**src/rtl/s_alu_pkg.sv**
```systemverilog
// rtl/s_alu_pkg.sv - shared op codes, flag mask indices and FSM states for the sequential ALU
package s_alu_pkg;

  // Seventeen operations share sixteen codes: SET and CLR use one code, imm[4] picks clear.
  typedef enum logic [3:0] {
    OP_ADD  = 4'd0,
    OP_ADC  = 4'd1,
    OP_SUB  = 4'd2,
    OP_SBB  = 4'd3,
    OP_INC  = 4'd4,
    OP_AND  = 4'd5,
    OP_OR   = 4'd6,
    OP_XOR  = 4'd7,
    OP_CMP  = 4'd8,
    OP_SHL  = 4'd9,
    OP_SHR  = 4'd10,
    OP_ASR  = 4'd11,
    OP_MUL  = 4'd12,
    OP_MOV  = 4'd13,
    OP_EXCH = 4'd14,
    OP_FLG  = 4'd15
  } alu_op_t;

  localparam int FLAG_V   = 0;
  localparam int FLAG_C   = 1;
  localparam int FLAG_N   = 2;
  localparam int FLAG_Z   = 3;
  localparam int FLAG_CLR = 4;

  typedef enum logic [1:0] {
    ST_IDLE  = 2'd0,
    ST_SHIFT = 2'd1,
    ST_MUL   = 2'd2
  } state_t;

endpackage

```
**src/rtl/s_alu_addsub.sv**
```systemverilog
// rtl/s_alu_addsub.sv - WIDTH-bit add/subtract with carry-in, carry/borrow-out and signed overflow
module s_alu_addsub #(
  parameter int WIDTH = 16
) (
  input  logic [WIDTH-1:0] a,
  input  logic [WIDTH-1:0] b,
  input  logic             cin,
  input  logic             sub,
  output logic [WIDTH-1:0] sum,
  output logic             cout,
  output logic             ovf
);
  logic [WIDTH-1:0] bx;
  logic             cin_x;
  logic             cy;

  // Subtract as a + ~b + ~borrow_in; carry-out is then inverted into a borrow.
  assign bx    = sub ? ~b : b;
  assign cin_x = sub ? ~cin : cin;
  assign {cy, sum} = {1'b0, a} + {1'b0, bx} + {{WIDTH{1'b0}}, cin_x};
  assign cout  = sub ? ~cy : cy;
  assign ovf   = (a[WIDTH-1] == bx[WIDTH-1]) && (sum[WIDTH-1] != a[WIDTH-1]);

endmodule

```
**src/rtl/s_alu_seq.sv**
```systemverilog
// rtl/s_alu_seq.sv - sequential S-Machine ALU with flag register, bit-serial shifts and shift-add multiply
module s_alu_seq
  import s_alu_pkg::*;
#(
  parameter int WIDTH = 16,
  localparam int SHW = $clog2(WIDTH)
) (
  input  logic             clk,
  input  logic             rst,
  input  logic             start,
  input  alu_op_t          op,
  input  logic [7:0]       imm,
  input  logic [WIDTH-1:0] a_in,
  input  logic [WIDTH-1:0] b_in,
  output logic [WIDTH-1:0] a_out,
  output logic [WIDTH-1:0] b_out,
  output logic             z,
  output logic             n,
  output logic             c,
  output logic             v,
  output logic             busy,
  output logic             done
);
  localparam logic [SHW:0] CNT_LAST = (SHW+1)'(1);
  localparam logic [SHW:0] CNT_MUL  = (SHW+1)'(WIDTH);

  state_t           state;
  alu_op_t          sh_op;
  logic [SHW:0]     cnt;
  logic [WIDTH-1:0] sh_q, mcand, acc, mplr;

  logic [WIDTH-1:0] as_a, as_b, as_sum;
  logic             as_cin, as_sub, as_co, as_ov;
  logic [WIDTH-1:0] lg_res, sh_next, acc_next, mplr_next;
  logic             sh_out;
  logic [SHW-1:0]   k;

  assign k = imm[SHW-1:0];

  // The one adder serves ALU ops when idle and the accumulate step while multiplying.
  always_comb begin
    as_a   = a_in;
    as_b   = b_in;
    as_cin = 1'b0;
    as_sub = 1'b0;
    if (state == ST_MUL) begin
      as_a = acc;
      as_b = mcand;
    end else begin
      case (op)
        OP_ADC: as_cin = c;
        OP_SUB, OP_CMP: as_sub = 1'b1;
        OP_SBB: begin
          as_sub = 1'b1;
          as_cin = c;
        end
        OP_INC: as_b = WIDTH'(imm);
        default: ;
      endcase
    end
  end

  s_alu_addsub #(.WIDTH(WIDTH)) u_addsub (
    .a(as_a), .b(as_b), .cin(as_cin), .sub(as_sub),
    .sum(as_sum), .cout(as_co), .ovf(as_ov)
  );

  always_comb begin
    lg_res = a_in & b_in;
    case (op)
      OP_OR:  lg_res = a_in | b_in;
      OP_XOR: lg_res = a_in ^ b_in;
      default: ;
    endcase
  end

  always_comb begin
    case (sh_op)
      OP_SHL:  {sh_out, sh_next} = {sh_q, 1'b0};
      OP_SHR:  {sh_next, sh_out} = {1'b0, sh_q};
      default: {sh_next, sh_out} = {sh_q[WIDTH-1], sh_q};
    endcase
  end

  // One shift-add step: {acc,mplr} shifts right, adding the multiplicand first when mplr[0] is set.
  always_comb begin
    acc_next  = {1'b0, acc[WIDTH-1:1]};
    mplr_next = {acc[0], mplr[WIDTH-1:1]};
    if (mplr[0]) begin
      acc_next  = {as_co, as_sum[WIDTH-1:1]};
      mplr_next = {as_sum[0], mplr[WIDTH-1:1]};
    end
  end

  always_ff @(posedge clk) begin
    if (rst) begin
      state <= ST_IDLE;
      sh_op <= OP_SHL;
      cnt   <= '0;
      sh_q  <= '0;
      mcand <= '0;
      acc   <= '0;
      mplr  <= '0;
      a_out <= '0;
      b_out <= '0;
      {z, n, c, v} <= 4'b0000;
      busy  <= 1'b0;
      done  <= 1'b0;
    end else begin
      done <= 1'b0;
      case (state)
        ST_IDLE: if (start) begin
          done <= 1'b1;
          case (op)
            OP_ADD, OP_ADC, OP_SUB, OP_SBB, OP_INC, OP_CMP: begin
              if (op != OP_CMP) a_out <= as_sum;
              z <= (as_sum == '0);
              n <= as_sum[WIDTH-1];
              c <= as_co;
              v <= as_ov;
            end
            OP_AND, OP_OR, OP_XOR: begin
              a_out <= lg_res;
              z <= (lg_res == '0);
              n <= lg_res[WIDTH-1];
              c <= 1'b0;
              v <= 1'b0;
            end
            OP_SHL, OP_SHR, OP_ASR: begin
              if (k == '0) begin
                a_out <= a_in;
                z <= (a_in == '0);
                n <= a_in[WIDTH-1];
              end else begin
                sh_q  <= a_in;
                sh_op <= op;
                cnt   <= {1'b0, k};
                state <= ST_SHIFT;
                busy  <= 1'b1;
                done  <= 1'b0;
              end
            end
            OP_MUL: begin
              mcand <= a_in;
              mplr  <= b_in;
              acc   <= '0;
              cnt   <= CNT_MUL;
              state <= ST_MUL;
              busy  <= 1'b1;
              done  <= 1'b0;
            end
            OP_MOV: b_out <= a_in;
            OP_EXCH: begin
              a_out <= b_in;
              b_out <= a_in;
            end
            OP_FLG: begin
              if (imm[FLAG_Z]) z <= !imm[FLAG_CLR];
              if (imm[FLAG_N]) n <= !imm[FLAG_CLR];
              if (imm[FLAG_C]) c <= !imm[FLAG_CLR];
              if (imm[FLAG_V]) v <= !imm[FLAG_CLR];
            end
            default: ;
          endcase
        end
        ST_SHIFT: begin
          sh_q <= sh_next;
          cnt  <= cnt - 1'b1;
          if (cnt == CNT_LAST) begin
            a_out <= sh_next;
            z     <= (sh_next == '0);
            n     <= sh_next[WIDTH-1];
            c     <= sh_out;
            state <= ST_IDLE;
            busy  <= 1'b0;
            done  <= 1'b1;
          end
        end
        ST_MUL: begin
          acc  <= acc_next;
          mplr <= mplr_next;
          cnt  <= cnt - 1'b1;
          if (cnt == CNT_LAST) begin
            a_out <= mplr_next;
            b_out <= acc_next;
            z     <= (acc_next == '0) && (mplr_next == '0);
            n     <= acc_next[WIDTH-1];
            c     <= |acc_next;
            v     <= |acc_next;
            state <= ST_IDLE;
            busy  <= 1'b0;
            done  <= 1'b1;
          end
        end
        default: state <= ST_IDLE;
      endcase
    end
  end

endmodule
```
**config.mk**
```make
export PLATFORM = sky130hd
export DESIGN_NAME = s_alu_seq
export DESIGN_NICKNAME = d
export VERILOG_FILES = /design/src/rtl/s_alu_pkg.sv /design/src/rtl/s_alu_addsub.sv /design/src/rtl/s_alu_seq.sv
export SDC_FILE = /design/constraint.sdc
export NUM_CORES = 1
export LEC_CHECK = 0
export CAP_MARGIN = 15
export CORE_MARGIN = 2
export CORE_UTILIZATION = 35
export CTS_BUF_LIST = sky130_fd_sc_hd__clkbuf_4 sky130_fd_sc_hd__clkbuf_8 sky130_fd_sc_hd__clkbuf_16
export CTS_CLUSTER_SIZE = 24
export DETAILED_ROUTE_END_ITERATION = 7
export GPL_TIMING_DRIVEN = 0
export PLACE_DENSITY = 0.56
export SYNTH_ARGS = -nofsm -noshare
export SYNTH_HDL_FRONTEND = slang
export SYNTH_SLANG_ARGS = --single-unit
```
**constraint.sdc**
```tcl
create_clock -name clk -period 6.3 [get_ports clk]
set_clock_uncertainty 0.05 [all_clocks]
set_input_delay 1.26 -clock clk [delete_from_list [all_inputs] [get_ports clk]]
set_output_delay 1.26 -clock clk [all_outputs]
set_load 0.005 [all_outputs]
```
==> metrics.md <==
| Metric | Value |
|---|---|
| Vias in the first global route | 8919 |
| Leakage Power | roughly 4.1 nW |
| Worst path slowest cell | clkdlybuf4s50_1 |
| Reg area | 2260 um^2 |
| CTS max path bufs | 2 |
| Hold crit path type | reg2reg |
| Top cells by area, synth | dfxtp_1, nand2_1, ha_1, a21oi_1, nor2_1 |
| Design Area, Final | around 11000 um^2 |
| Root Buffer | clkbuf_16 |
| HP Start | sh_op[3]$_SDFFE_PP1P_ |
| Required time of the critical path | about 6600 ps |
| Worst path arrival time | between 6000 and 7000 ps |
| Antenna violations before repair | 0 |
| Final setup viols | 0 |
| Relative slew slack | 0.252 |
| IO Pins | 85 |
| CTS tree | built |
| Input/output buffers | approximately 80 |
| First-pass GRT wire length | around 56000 um |
| DRT iter0 DRCs | 1062 |
| Most frequent cells after synthesis | nand2_1, nor2_1, a21oi_1 |
| Average wire per standard cell | roughly 23 um |
| Pins over their slew limit | 0 |
| Die width | around 160 um |
| Final ANT Viol Nets | 0 |
| Max incr delay on CP | between 600 and 700 ps |
| Leading area contributor after synthesis | dfxtp_1 |
| Syn Inst Count | approximately 1200 |
| GRT Util Overall | 0.286 |
| Clock Sink Count | between 100 and 150 |
| Slew @ Worst Pin | approximately 1100 ps |
| Post-DR vias/cell | ~6.0 |
| CP max FO | 10 |
| # H-tree levels | 4 |
| Yosys top cell area share | 0.262 |
| Total gr overflow | 0 |
| Most used DFF post-synth | dfxtp_1 |
| Setup ws final | 236 ps |
| DIE AREA | 25900 um^2 |
| Yosys cell types | slightly above 80 |
| Largest net degree at the start of global routing | 20 |
| # nets final | between 1000 and 1500 |
| Ant diodes | 0 |
| Crit start category | primary input |
| Fmax | 165 MHz |
| Vias after detailed routing | 9682 |
| RePlAce Congestion | around 0.99 |
| Drt total wl | 37400 um |
| Avg Cell Area, Syn | between 7 and 8 um^2 |
| Power Density | approximately 290 nW/um^2 |
| Synthesis Warnings | 0 |
| Critical Path Sink Type | register |
| Final Cycle Share | 0.962 |
| Worst path most repeated cell | nor2_4 |
| Max Cap Violations | 0 |
| Final Hold Fails | 0 |
| WS Path Type | in2reg |
| Post-synth EDFFs | 0 |
| Worst slack, placed | -1200 ps |
| Tmin final | ~6100 ps |
| Fin Hold WS | about 390 ps |
| RR Startpoint | state[0]$_SDFFE_PP0P_ |
| Core Box Area | about 24000 um^2 |
| CP startpoint | op[0] |
| Fillers | approximately 2500 |
| Die Y | between 150 and 200 um |
| Layout cell share with drive strength beyond 1 | 0.0607 |
| Synthesized Nets | 1291 |
| Starting density of the core | 0.356 |
| Layout area overhead | 22.5% |
| Multi-input logic area | just under 6000 um^2 |
| Clk_lat worst skew | 440 ps |
| Standard-cell rows | 57 |
| Synth Register Bits | approximately 110 |
| Hpwl dp | approximately 30000 um |
| Post-synth ARST share | 0 |
| Cell Area, Placed | 9850 um^2 |
| Cts bufs inserted | 17 |
| Post-synthesis sequential area ratio | 0.262 |
| Clk pin slew, worst setup/hold paths | about 60 ps |
| Pre-antenna DRT Iters | 6 |
| Outcome | finished clean |
| Synth Cell Area | 8630 um^2 |
| Worst path cell trace | clkdlybuf4s50_1 > nor2_4 > mux2i_1 > nor2_4 > clkbuf_2 > xor2_1 > o21ai_0 > ha_1 > buf_6 > a21o_2 > a21oi_1 > nor3b_1 > a221oi_4 > xnor2_1 > a31oi_1 > or4_1 > a221oi_2 |
| DRC viols | 0 |
| Worst IR Drop VDD | around 150 uV |
| Unrepaired setup endpoints after global routing | false |
| Count leader, synth | nand2_1 |
## where the power goes
part | leakage, nW | internal, mW | switching, mW
registers | 0.918 | 0.788 | 0.0475
clock network | 0.320 | 0.723 | 0.386
logic | 2.86 | 0.408 | 0.678
total | 4.10 | 1.92 | 1.11
## layer usage
layer	wire length, um	track usage	vias to the layer above
met5	0	0	-
met4	1440	0.119	0
met3	2980	0.0318	94
met2	16600	0.452	497
met1	16400	0.397	4625
li1	-	-	4466
## through the flow
stage               std cells  power (mW)  utilization  setup TNS, ps
global placement         1594        1.89        0.406         -11930
finish                   1625        3.03        0.436              0
floorplan                1189        1.46            -              0
global route             1625        3.15        0.436              0
CTS                      1625        3.00        0.434              0
detailed placement       1594        1.90        0.406         -12140
## flip-flops by register name (all words and copies together) (netlist names)
name / cells
b_out: 16
state: 2
mplr: 16
c: 1
done: 1
n: 1
v: 1
sh_q: 16
busy: 1
sh_op: 4
acc: 16
cnt: 5
a_out: 16
z: 1
mcand: 16
## cells in the final DEF, fill, tap and decap left out, drive strengths merged, types with 9 or more instances in the layout
master         count
a221oi            14
inv               48
nor4              11
ha                53
nand3             16
a21o               9
mux2i             42
a211oi            24
dfxtp            113
a21oi            117
nor2             132
clkdlybuf4s50     81
buf               15
nor3              15
a31oi             18
o21ai             74
nand2            214
clkbuf            84
nand2b            14
xor2              25
or3               12
a311oi            24
nor2b              9
## worst max-delay path: cells and delay by family
family                   cells  cell delay [ps]
AND/OR/NAND/NOR              4             1640
AO/OA/AOI/OAI                6             1420
buffers and inverters        3             1130
XOR/XNOR                     2              380
adder cells (fa/ha/maj)      1              310
multiplexers                 1              200
## path summary, 6_finish.rpt
| kind | cells past startpoint | slack [ps] | endpoint |
|---|---|---|---|
| max | 17 | 240 | z$_SDFFE_PP0P_ |
| min | 1 | 390 | sh_op[3]$_SDFFE_PP1P_ |
| max reg2reg | 18 | 790 | z$_SDFFE_PP0P_ |
| min reg2reg | 1 | 390 | sh_op[3]$_SDFFE_PP1P_ |
## cells by family after synthesis
logic type | count (synthesis) | synth area share
DFF | 113 | 0.262
and+or+nand+nor | 460 | 0.235
xor gates and xnor gates | 32 | 0.0333
buffers and inverters | 129 | 0.0654
AOI/OAI and AO/OA | 355 | 0.270
muxes | 45 | 0.0526
adders and majority gates | 55 | 0.0814
## final cells by class
| class | instances | share of cell area |
|---|---|---|
| multi-input cells | 947 | 0.554 |
| flip-flops and latches | 113 | 0.214 |
| repair buffers | 82 | 0.0772 |
| clock buffers | 19 | 0.0428 |
| well taps | 324 | 0.0383 |
| plain buffers | 80 | 0.0372 |
| clock inverters | 13 | 0.0195 |
| inverters | 47 | 0.0167 |
## timing repair
item,4_1_cts,5_1_grt
endpoints found under the setup margin,14,9
resized for setup,5,15
setup buffers,0,0
hold buffers,0,0
(Power assumes the default switching activity.)
